--- src/rtl/face_search_ctrl_pkg.sv ---
// Shared types and constants for the face search controller slice.
// Tags carry positions at TAG_POS_W bits; POS_W of the controller must not exceed it.
package face_search_ctrl_pkg;

    localparam int SAD_W        = 32;
    localparam int SAD_PIPE_LAT = 5;
    localparam int TAG_POS_W    = 16;

    localparam logic [SAD_W-1:0] SAD_MAX = 32'hFFFF_FFFF;

    typedef enum logic [1:0] {
        ST_IDLE  = 2'd0,
        ST_SCAN  = 2'd1,
        ST_DRAIN = 2'd2,
        ST_DONE  = 2'd3
    } state_t;

    typedef struct packed {
        logic                 valid;
        logic [TAG_POS_W-1:0] x;
        logic [TAG_POS_W-1:0] y;
    } tag_t;

endpackage

--- src/rtl/face_search_ctrl_if.sv ---
// Handshake, candidate and result bus of face_search_ctrl.
// FACE_SEARCH_EARLY_EXIT_EN adds the sad_thresh input.
interface face_search_ctrl_if #(
    parameter int POS_W = 8
);
    import face_search_ctrl_pkg::*;

    logic             start;
    logic             busy;
    logic             done;
    logic             cand_valid;
    logic             cand_ready;
    logic [POS_W-1:0] cand_x;
    logic [POS_W-1:0] cand_y;
    logic [SAD_W-1:0] sad;
    logic [SAD_W-1:0] best_sad;
    logic [POS_W-1:0] best_x;
    logic [POS_W-1:0] best_y;
`ifdef FACE_SEARCH_EARLY_EXIT_EN
    logic [SAD_W-1:0] sad_thresh;

    modport master (
        output start, cand_ready, sad, sad_thresh,
        input  busy, done, cand_valid, cand_x, cand_y, best_sad, best_x, best_y
    );

    modport slave (
        input  start, cand_ready, sad, sad_thresh,
        output busy, done, cand_valid, cand_x, cand_y, best_sad, best_x, best_y
    );
`else
    modport master (
        output start, cand_ready, sad,
        input  busy, done, cand_valid, cand_x, cand_y, best_sad, best_x, best_y
    );

    modport slave (
        input  start, cand_ready, sad,
        output busy, done, cand_valid, cand_x, cand_y, best_sad, best_x, best_y
    );
`endif

endinterface

--- src/rtl/face_search_ctrl_tag_delay.sv ---
// face_tag_delay: DEPTH-stage tag shift register that re-aligns candidate
// positions with the SAD result; any_valid reports tags still in flight.
module face_tag_delay
    import face_search_ctrl_pkg::*;
#(
    parameter int DEPTH = SAD_PIPE_LAT + 1
) (
    input  logic Bus2IP_Clk,
    input  logic Bus2IP_Reset,
    input  tag_t push_tag,
    output tag_t pop_tag,
    output logic any_valid
);

    tag_t stage_r [DEPTH];

    // Shift unconditionally: the SAD tree downstream never stalls.
    always_ff @(posedge Bus2IP_Clk) begin
        if (Bus2IP_Reset) begin
            for (int i = 0; i < DEPTH; i++) begin
                stage_r[i] <= '0;
            end
        end else begin
            stage_r[0] <= push_tag;
            for (int i = 1; i < DEPTH; i++) begin
                stage_r[i] <= stage_r[i-1];
            end
        end
    end

    // OR of all stage valids.
    always_comb begin
        any_valid = 1'b0;
        for (int i = 0; i < DEPTH; i++) begin
            any_valid = any_valid | stage_r[i].valid;
        end
    end

    assign pop_tag = stage_r[DEPTH-1];

endmodule

--- src/rtl/face_search_ctrl.sv ---
// Raster-scan search controller: issues candidate windows, re-aligns returned
// SADs with their positions and reports the minimum. Option: FACE_SEARCH_EARLY_EXIT_EN.
module face_search_ctrl
    import face_search_ctrl_pkg::*;
#(
    parameter int COLS    = 33,
    parameter int ROWS    = 33,
    parameter int POS_W   = 8,
    parameter int SAD_LAT = SAD_PIPE_LAT + 1
) (
    input  logic               Bus2IP_Clk,
    input  logic               Bus2IP_Reset,
    face_search_ctrl_if.slave  bus
);

    state_t           state_r;
    logic             busy_r;
    logic             done_r;
    logic             cand_valid_r;
    logic [POS_W-1:0] cand_x_r;
    logic [POS_W-1:0] cand_y_r;
    logic [SAD_W-1:0] best_sad_r;
    logic [POS_W-1:0] best_x_r;
    logic [POS_W-1:0] best_y_r;
    logic [SAD_W-1:0] min_sad_r;
    logic [POS_W-1:0] min_x_r;
    logic [POS_W-1:0] min_y_r;

    logic accept_s;
    logic cmp_load_s;
    logic early_hit_s;
    logic any_valid_s;
    tag_t push_tag_s;
    tag_t pop_tag_s;

    face_tag_delay #(
        .DEPTH (SAD_LAT)
    ) u_tag_delay (
        .Bus2IP_Clk   (Bus2IP_Clk),
        .Bus2IP_Reset (Bus2IP_Reset),
        .push_tag     (push_tag_s),
        .pop_tag      (pop_tag_s),
        .any_valid    (any_valid_s)
    );

    // Accept decode, delay-line input and strict-less compare (ties keep the raster-first position).
    always_comb begin
        accept_s         = cand_valid_r & bus.cand_ready;
        push_tag_s       = '0;
        push_tag_s.valid = accept_s;
        push_tag_s.x     = TAG_POS_W'(cand_x_r);
        push_tag_s.y     = TAG_POS_W'(cand_y_r);
        cmp_load_s       = pop_tag_s.valid & (bus.sad < min_sad_r);
`ifdef FACE_SEARCH_EARLY_EXIT_EN
        early_hit_s      = cmp_load_s & (bus.sad <= bus.sad_thresh);
`else
        early_hit_s      = 1'b0;
`endif
    end

    // Search FSM with registered handshake, candidate and result outputs.
    always_ff @(posedge Bus2IP_Clk) begin
        if (Bus2IP_Reset) begin
            state_r      <= ST_IDLE;
            busy_r       <= 1'b0;
            done_r       <= 1'b0;
            cand_valid_r <= 1'b0;
            cand_x_r     <= '0;
            cand_y_r     <= '0;
            best_sad_r   <= SAD_MAX;
            best_x_r     <= '0;
            best_y_r     <= '0;
        end else begin
            case (state_r)
                ST_IDLE: begin
                    done_r <= 1'b0;
                    if (bus.start) begin
                        state_r      <= ST_SCAN;
                        busy_r       <= 1'b1;
                        cand_valid_r <= 1'b1;
                        cand_x_r     <= '0;
                        cand_y_r     <= '0;
                    end
                end
                ST_SCAN: begin
                    if (early_hit_s) begin
                        state_r      <= ST_DRAIN;
                        cand_valid_r <= 1'b0;
                    end else if (accept_s) begin
                        if (cand_x_r == POS_W'(COLS - 1)) begin
                            cand_x_r <= '0;
                            if (cand_y_r == POS_W'(ROWS - 1)) begin
                                state_r      <= ST_DRAIN;
                                cand_valid_r <= 1'b0;
                            end else begin
                                cand_y_r <= cand_y_r + POS_W'(1'b1);
                            end
                        end else begin
                            cand_x_r <= cand_x_r + POS_W'(1'b1);
                        end
                    end
                end
                ST_DRAIN: begin
                    // Running min already holds the last compare once the line is empty.
                    if (!any_valid_s) begin
                        state_r    <= ST_DONE;
                        busy_r     <= 1'b0;
                        done_r     <= 1'b1;
                        best_sad_r <= min_sad_r;
                        best_x_r   <= min_x_r;
                        best_y_r   <= min_y_r;
                    end
                end
                ST_DONE: begin
                    state_r <= ST_IDLE;
                    done_r  <= 1'b0;
                end
                default: begin
                    state_r      <= ST_IDLE;
                    busy_r       <= 1'b0;
                    done_r       <= 1'b0;
                    cand_valid_r <= 1'b0;
                end
            endcase
        end
    end

    // Running minimum and its position.
    always_ff @(posedge Bus2IP_Clk) begin
        if (Bus2IP_Reset) begin
            min_sad_r <= SAD_MAX;
            min_x_r   <= '0;
            min_y_r   <= '0;
        end else if ((state_r == ST_IDLE) && bus.start) begin
            min_sad_r <= SAD_MAX;
            min_x_r   <= '0;
            min_y_r   <= '0;
        end else if (cmp_load_s) begin
            min_sad_r <= bus.sad;
            min_x_r   <= POS_W'(pop_tag_s.x);
            min_y_r   <= POS_W'(pop_tag_s.y);
        end
    end

    assign bus.busy       = busy_r;
    assign bus.done       = done_r;
    assign bus.cand_valid = cand_valid_r;
    assign bus.cand_x     = cand_x_r;
    assign bus.cand_y     = cand_y_r;
    assign bus.best_sad   = best_sad_r;
    assign bus.best_x     = best_x_r;
    assign bus.best_y     = best_y_r;

endmodule

--- src/flat_wrapper.sv ---
// flat-port wrapper written by rule: the top's interface ports become plain ports
module face_search_ctrl_flat import face_search_ctrl_pkg::*;
#(
    parameter int COLS    = 33,
    parameter int ROWS    = 33,
    parameter int POS_W   = 8,
    parameter int SAD_LAT = SAD_PIPE_LAT + 1
)
  (Bus2IP_Clk, Bus2IP_Reset, bus_start, bus_cand_ready, bus_sad, bus_busy, bus_done, bus_cand_valid, bus_cand_x, bus_cand_y, bus_best_sad, bus_best_x, bus_best_y);
  face_search_ctrl_if #(.POS_W(POS_W)) bus_i ();
  input  logic Bus2IP_Clk;
  input  logic Bus2IP_Reset;
  input wire logic [$bits(bus_i.start)-1:0] bus_start;
  input wire logic [$bits(bus_i.cand_ready)-1:0] bus_cand_ready;
  input wire logic [$bits(bus_i.sad)-1:0] bus_sad;
  output wire logic [$bits(bus_i.busy)-1:0] bus_busy;
  output wire logic [$bits(bus_i.done)-1:0] bus_done;
  output wire logic [$bits(bus_i.cand_valid)-1:0] bus_cand_valid;
  output wire logic [$bits(bus_i.cand_x)-1:0] bus_cand_x;
  output wire logic [$bits(bus_i.cand_y)-1:0] bus_cand_y;
  output wire logic [$bits(bus_i.best_sad)-1:0] bus_best_sad;
  output wire logic [$bits(bus_i.best_x)-1:0] bus_best_x;
  output wire logic [$bits(bus_i.best_y)-1:0] bus_best_y;
  assign bus_i.start = bus_start;
  assign bus_i.cand_ready = bus_cand_ready;
  assign bus_i.sad = bus_sad;
  assign bus_busy = bus_i.busy;
  assign bus_done = bus_i.done;
  assign bus_cand_valid = bus_i.cand_valid;
  assign bus_cand_x = bus_i.cand_x;
  assign bus_cand_y = bus_i.cand_y;
  assign bus_best_sad = bus_i.best_sad;
  assign bus_best_x = bus_i.best_x;
  assign bus_best_y = bus_i.best_y;
  face_search_ctrl #(.COLS(COLS), .ROWS(ROWS), .POS_W(POS_W), .SAD_LAT(SAD_LAT)) u_core (.Bus2IP_Clk(Bus2IP_Clk), .Bus2IP_Reset(Bus2IP_Reset), .bus(bus_i));
endmodule
--- config.mk ---
export PLATFORM = sky130hd
export DESIGN_NAME = face_search_ctrl_flat
export DESIGN_NICKNAME = d
export VERILOG_FILES = /design/src/rtl/face_search_ctrl_pkg.sv /design/src/rtl/face_search_ctrl_if.sv /design/src/rtl/face_search_ctrl_tag_delay.sv /design/src/rtl/face_search_ctrl.sv /design/src/flat_wrapper.sv
export SDC_FILE = /design/constraint.sdc
export NUM_CORES = 1
export LEC_CHECK = 0
export ABC_AREA = 0
export BUFFER_PORTS_ARGS = -buffer_cell sky130_fd_sc_hd__buf_2
export CAP_MARGIN = 20
export CORE_AREA = 4 4 125 127
export CTS_BUF_LIST = sky130_fd_sc_hd__clkbuf_8 sky130_fd_sc_hd__clkbuf_16
export DETAILED_ROUTE_END_ITERATION = 6
export DIE_AREA = 0 0 129 131
export PLACE_DENSITY = 0.89
export SYNTH_ARGS = -nofsm -noshare
export SYNTH_HDL_FRONTEND = slang
export SYNTH_SLANG_ARGS = --single-unit
--- constraint.sdc ---
create_clock -name Bus2IP_Clk -period 3.2 [get_ports Bus2IP_Clk]
set_clock_uncertainty 0.1 [all_clocks]
set_input_delay 0.64 -clock Bus2IP_Clk [delete_from_list [all_inputs] [get_ports Bus2IP_Clk]]
set_output_delay 0.64 -clock Bus2IP_Clk [all_outputs]
set_load 0.05 [all_outputs]
# Word-level counts from Yosys, hierarchy flattened
# Memory sizes are Yosys's and may differ from the RTL's.
# Cells that the tools add are included.
dict set report totals {
  n_memories 1
  word_cells 87
  inputBits 36
  regBits 117
  out_inout_bits 67
  mem_bits_rw 198
}
dict set report classes {
  n_lt_le_gt_ge 1
  eq_ne 11
  n_reduce_logical 14
  addsub 2
  bitwise_logic 14
  mux 32
}
# memory words width rd rd_clocked_by_memory_dff write_ports line
set mem_list {}
lappend mem_list {u_core.u_tag_delay.stage_r 6 33 6 0 6 face_search_ctrl_tag_delay.sv:15} ;# tag_t stage_r [DEPTH];
# op n
set ops {}
lappend ops {{$mux W33} 6}
lappend ops {{$mux W8} 6}
lappend ops {{$lt A32 B32 Y1} 1}
lappend ops {{$pmux W8 S2} 2}
lappend ops {{$add A8 B1 Y8 const B} 2}
lappend ops {{$eq A8 B6 Y1 const B} 2}
lappend ops {{$reduce_and A5 Y1} 3}
lappend ops {{$or A1 B1 Y1} 11}
lappend ops {{$mux W2} 5}
lappend ops {{$mux W1} 9}
lappend ops {{$pmux W2 S4} 1}
lappend ops {{$ne A2 B1 Y1 const B} 3}
lappend ops {{$ne A2 B2 Y1 const B} 3}
lappend ops {{$pmux W1 S2} 3}
lappend ops {{$reduce_and A3 Y1} 2}
lappend ops {{$reduce_bool A2 Y1} 3}
lappend ops {{$eq A2 B2 Y1 const B} 2}
lappend ops {{$reduce_and A2 Y1} 2}
lappend ops {{$reduce_or A2 Y1} 2}
lappend ops {{$and A1 B1 Y1} 2}
lappend ops {{$eq A2 B1 Y1 const B} 1}
lappend ops {{$logic_not A2 Y1} 1}
lappend ops {{$logic_and A1 B1 Y1} 1}
lappend ops {{$not A1 Y1} 1}

# Depth between registers and ports, before layout
# An unclocked memory read counts as a cell.
dict set report logic_depth {
  ltp_word 8
  depth_mapped 10
  mapped_depth_nobuf 8
}

# Cells and area by module
# From an unflattened synthesis, not the netlist that was laid out.
dict set report unflattened {
  cells_unflattened 1056
  area_unflattened_um2 10949.3
}
# mod seq_area_each_um2 cells_per_inst n_inst area_per_inst_um2
set modules_own_cells {}
lappend modules_own_cells {face_tag_delay 3963.8 421 1 5645.4}
lappend modules_own_cells {face_search_ctrl 2342.2 635 1 5303.8}

# Worst setup path after synthesis
# No wires, ideal clock.
dict set report synth_path {
  kind {input-to-reg}
  startpoint {input bus_sad[26]}
  endpoint {register u_core.min_sad_r[11]}
  required_ns 3.037
  slack_ns 0.745
  setup_time_ns 0.063
  arrival_time_ns 2.292
  cell_stages 9
  path_buffers 2
  cell_sequence {ha_1 -> a21oi_1 -> nand2_1 -> a221oi_1 -> o211a_1 -> buf_2 -> clkbuf_1 -> nand3_1 -> nand3_1}
}
dict set report synth_between {
  elab_chain_len 2
}
# element line
set synth_lines {}
lappend synth_lines {{start: declaration} flat_wrapper.sv:15} ;# input wire logic [$bits(bus_i.sad)-1:0] bus_sad;
lappend synth_lines {{$lt A32 B32 Y1} face_search_ctrl.sv:53} ;# cmp_load_s = pop_tag_s.valid & (bus.sad < min_sad_r);
lappend synth_lines {{$and A1 B1 Y1} face_search_ctrl.sv:53}
lappend synth_lines {{end signal: assignment} face_search_ctrl.sv:139} ;# min_sad_r <= bus.sad;
lappend synth_lines {{end: declaration} face_search_ctrl.sv:25} ;# logic [SAD_W-1:0] min_sad_r;
# No other way between the ends.
# A chain may end at the register's enable or synchronous reset.

# Worst setup path after layout
dict set report layout_path {
  startpoint {register u_core.min_sad_r[11]}
  endpoint {register u_core.min_y_r[7]}
}
dict set report layout_between {
  elab_chain_len 2
}
# element line
set layout_lines {}
lappend layout_lines {{$lt A32 B32 Y1} face_search_ctrl.sv:53}
lappend layout_lines {{$and A1 B1 Y1} face_search_ctrl.sv:53}
lappend layout_lines {{end signal: assignment} face_search_ctrl.sv:141} ;# min_y_r <= POS_W'(pop_tag_s.y);
lappend layout_lines {{end: declaration} face_search_ctrl.sv:27} ;# logic [POS_W-1:0] min_y_r;
# No other way between the ends.

==> impl_metrics.ini <==
[worst_setup_path]
endpoint = u_core.min_y_r[7]
cp_data_arrival_time_ns = 2.99
rr_endpoint = u_core.min_y_r[7]
r2r-start = u_core.min_sad_r[11]
crit_path_end_kind = register
cp_data_required_time_ns = 3.52
rrSetupSlack_ns = 0.52
startpoint_type = register
ff2ff_path_depth = 9
worstPathMaxFanout = 39
crit_start = u_core.min_sad_r[11]
critPathKind = register to register

[placed_design]
numPortBuffers = 102
dp_cells = 1128
globalplace.congestion = 0.864
hpwl_um = 10800

[die]
rows = 44
design.portCount = 103
initial_core_util_pct = 56.2
dieArea_um2 = 16900
fp.dieH_um = 131
coreArea_um2 = 14400
die_x_um = 129

[clock_tree]
cts_buffer_depth = 3
cts_resized = 0
cts_sinks = 219
cts-root-buf = clkbuf_16
holdBufCountCts = 0
clk_latency_ns = 0.49
h-tree-depth = 1
cts_tree = yes
cts_setup_buffers = 0
cts.clk_slew.worst_paths_ns = 0.06
numCtsBuffers = 22

[final_layout]
fill_cells = 1095
drive_gt1_share_pct = 16.0
area_growth_pct = 18.2
final_cells = 1167
antenna_cells = 0
nets = 1042
final_cell_mix = dfxtp_1 (219), nand2_1 (111), buf_2 (101)
final_core_util_pct = 66.5
final_common_cell = dfxtp_1

[sta]
period_minus_slack_ns = 2.68
setup-tns-final_ns = 0
hold_ws_ns = 0.296
maxSlewViolCount = 0
final_hold_viol_count = 0
min_period_over_period_pct = 83.6
fmax_ghz = 0.374
worst_slew_pin_slew_ns = 0.708
rsz0062_at_grt = false
setup_viol = 0
slew_headroom_pct = 52.6

[global_route]
grt_max_degree = 116
grt_antenna_before_repair = 0
grt_usage_pct = 20.2
first_global_vias = 5957
grt_pass1_wl_um = 28300
grt_overflow = 0

[yosys]
synth_flop_cell = dfxtp_1
ys_seq_elements = 219
yosys_warnings = 0
syn_area_um2 = 8110
synth_fp_nets = 957
netlist_instances = 883
ys_async_sr_fraction_pct = 0
synth-edff-count = 0
syn_area_per_cell_um2 = 9.18
ys_types = 44
synth_seq_area_share_pct = 54.1

[drt]
firstDrtPassIters = 5
postRouteAntennaNets = 0
avgRoutedWirePerCell_um = 14.9
via_count = 6274
routed_via_density = 5.38
drc = 0
drtIter0Drc = 485
routed_wl_um = 17400

[outcome]
status = completed

[worst_hold_path]
holdCritPathClass = input pin to register
min_from = bus_cand_ready

[pwr]
p_leak_uw = 0.00431
max-vdd-ir-drop_uv = 613
p_per_area_nw_per_um2 = 754

[flow_run]
drv_cap = 0
[metrics by stage]
stage | instance area (um2) | total power, uW | setup WS (ns)
CTS | 9590 | 7270 | 0.565
global placement | 8780 | 4480 | 0.402
floorplan | 8110 | 4170 | 0.745
finish | 9590 | 7230 | 0.525
global route | 9590 | 7520 | 0.312
detailed placement | 8780 | 4520 | 0.236
[cell families after synthesis]
logic type	after synthesis	synth area share, %
buffers and inverters	93	4.44
DFF	219	54.1
xor gates and xnor gates	11	1.19
and+or+nand+nor	392	25.2
AOI/OAI and AO/OA	129	9.15
muxes	1	0.123
adders and majority gates	38	5.86
[where the power goes]
part           internal, uW  leakage (uW)  switching, uW
Combinational           379       0.00213           1110
Clock                  1730      0.000410           1020
Sequential             2890       0.00177           93.6
[flip-flops by register name, indices dropped and copies added, names as in the netlist, 2 cells and up]
signal	count
u_core.u_tag_delay.stage_r	102
u_core.bus.best_sad	32
u_core.min_sad_r	32
u_core.bus.best_x	8
u_core.bus.best_y	8
u_core.bus.cand_x	8
u_core.bus.cand_y	8
u_core.min_x_r	8
u_core.min_y_r	8
u_core.state_r	2
[worst max-delay path, stage by stage (launching register included)]
cell and delay [ns]:
dfxtp_1 0.38, inv_1 0.06, ha_1 0.31, and4_1 0.26, nand2_1 0.07, o21ai_0 0.41, o31a_1 0.44, buf_12 0.26
o21ai_0 0.12, a21oi_1 0.18
[per-layer routing]
layer / GRT usage [%] / part of all wire [%] / vias up
met3: 3.62 / 6.7 / 33
met1: 25.7 / 42 / 2922
met4: 5.37 / 1.9 / 0
li1: - / - / 3116
met2: 35.7 / 49 / 203
met5: 0 / 0 / -
[layout make-up]
type | instances | area, um2 | share of cell area, %
inverter | 39 | 146 | 1.53
timing repair buffer | 115 | 636 | 6.63
multi-input combinational | 571 | 3380 | 35.3
clock buffer | 31 | 686 | 7.15
tap | 184 | 230 | 2.40
sequential | 219 | 4380 | 45.7
clock inverter | 8 | 123 | 1.28
[worst min path at each step]
| stage | end | cells after the start |
|---|---|---|
| 5_1_grt | u_core.min_sad_r[25] | 3 |
| 3_5_place_dp | u_core.u_tag_delay.stage_r[2][0] | 1 |
| 3_3_place_gp | u_core.u_tag_delay.stage_r[4][20] | 1 |
| 4_1_cts | u_core.u_tag_delay.stage_r[0][32] | 3 |
| 6_report | u_core.u_tag_delay.stage_r[0][32] | 3 |
| 2_1_floorplan | u_core.u_tag_delay.stage_r[1][0] | 1 |
[cells in the mapped netlist (2+ instances only)]
cell type	number	area, um2
nor2b_1	97	607
nand4_1	9	56.3
inv_1	39	146
a31oi_1	2	12.5
nand2b_1	6	37.5
nand3_1	88	440
buf_2	8	40.0
nor3_1	5	25.0
nor2_1	28	105
dfxtp_1	219	4380
o21ai_0	36	180
o21ai_1	19	95.1
a21oi_1	49	245
ha_1	38	475
xnor2_1	3	26.3
clkbuf_1	45	169
nor4_1	4	25.0
nand3b_1	33	248
nand2_1	111	417
and3_1	4	25.0
o211ai_1	3	22.5
xor2_1	8	70.1
a21o_1	5	37.5
o211a_1	2	20.0
a211o_1	3	26.3
Note: power is estimated with default switching activity, not from simulation.
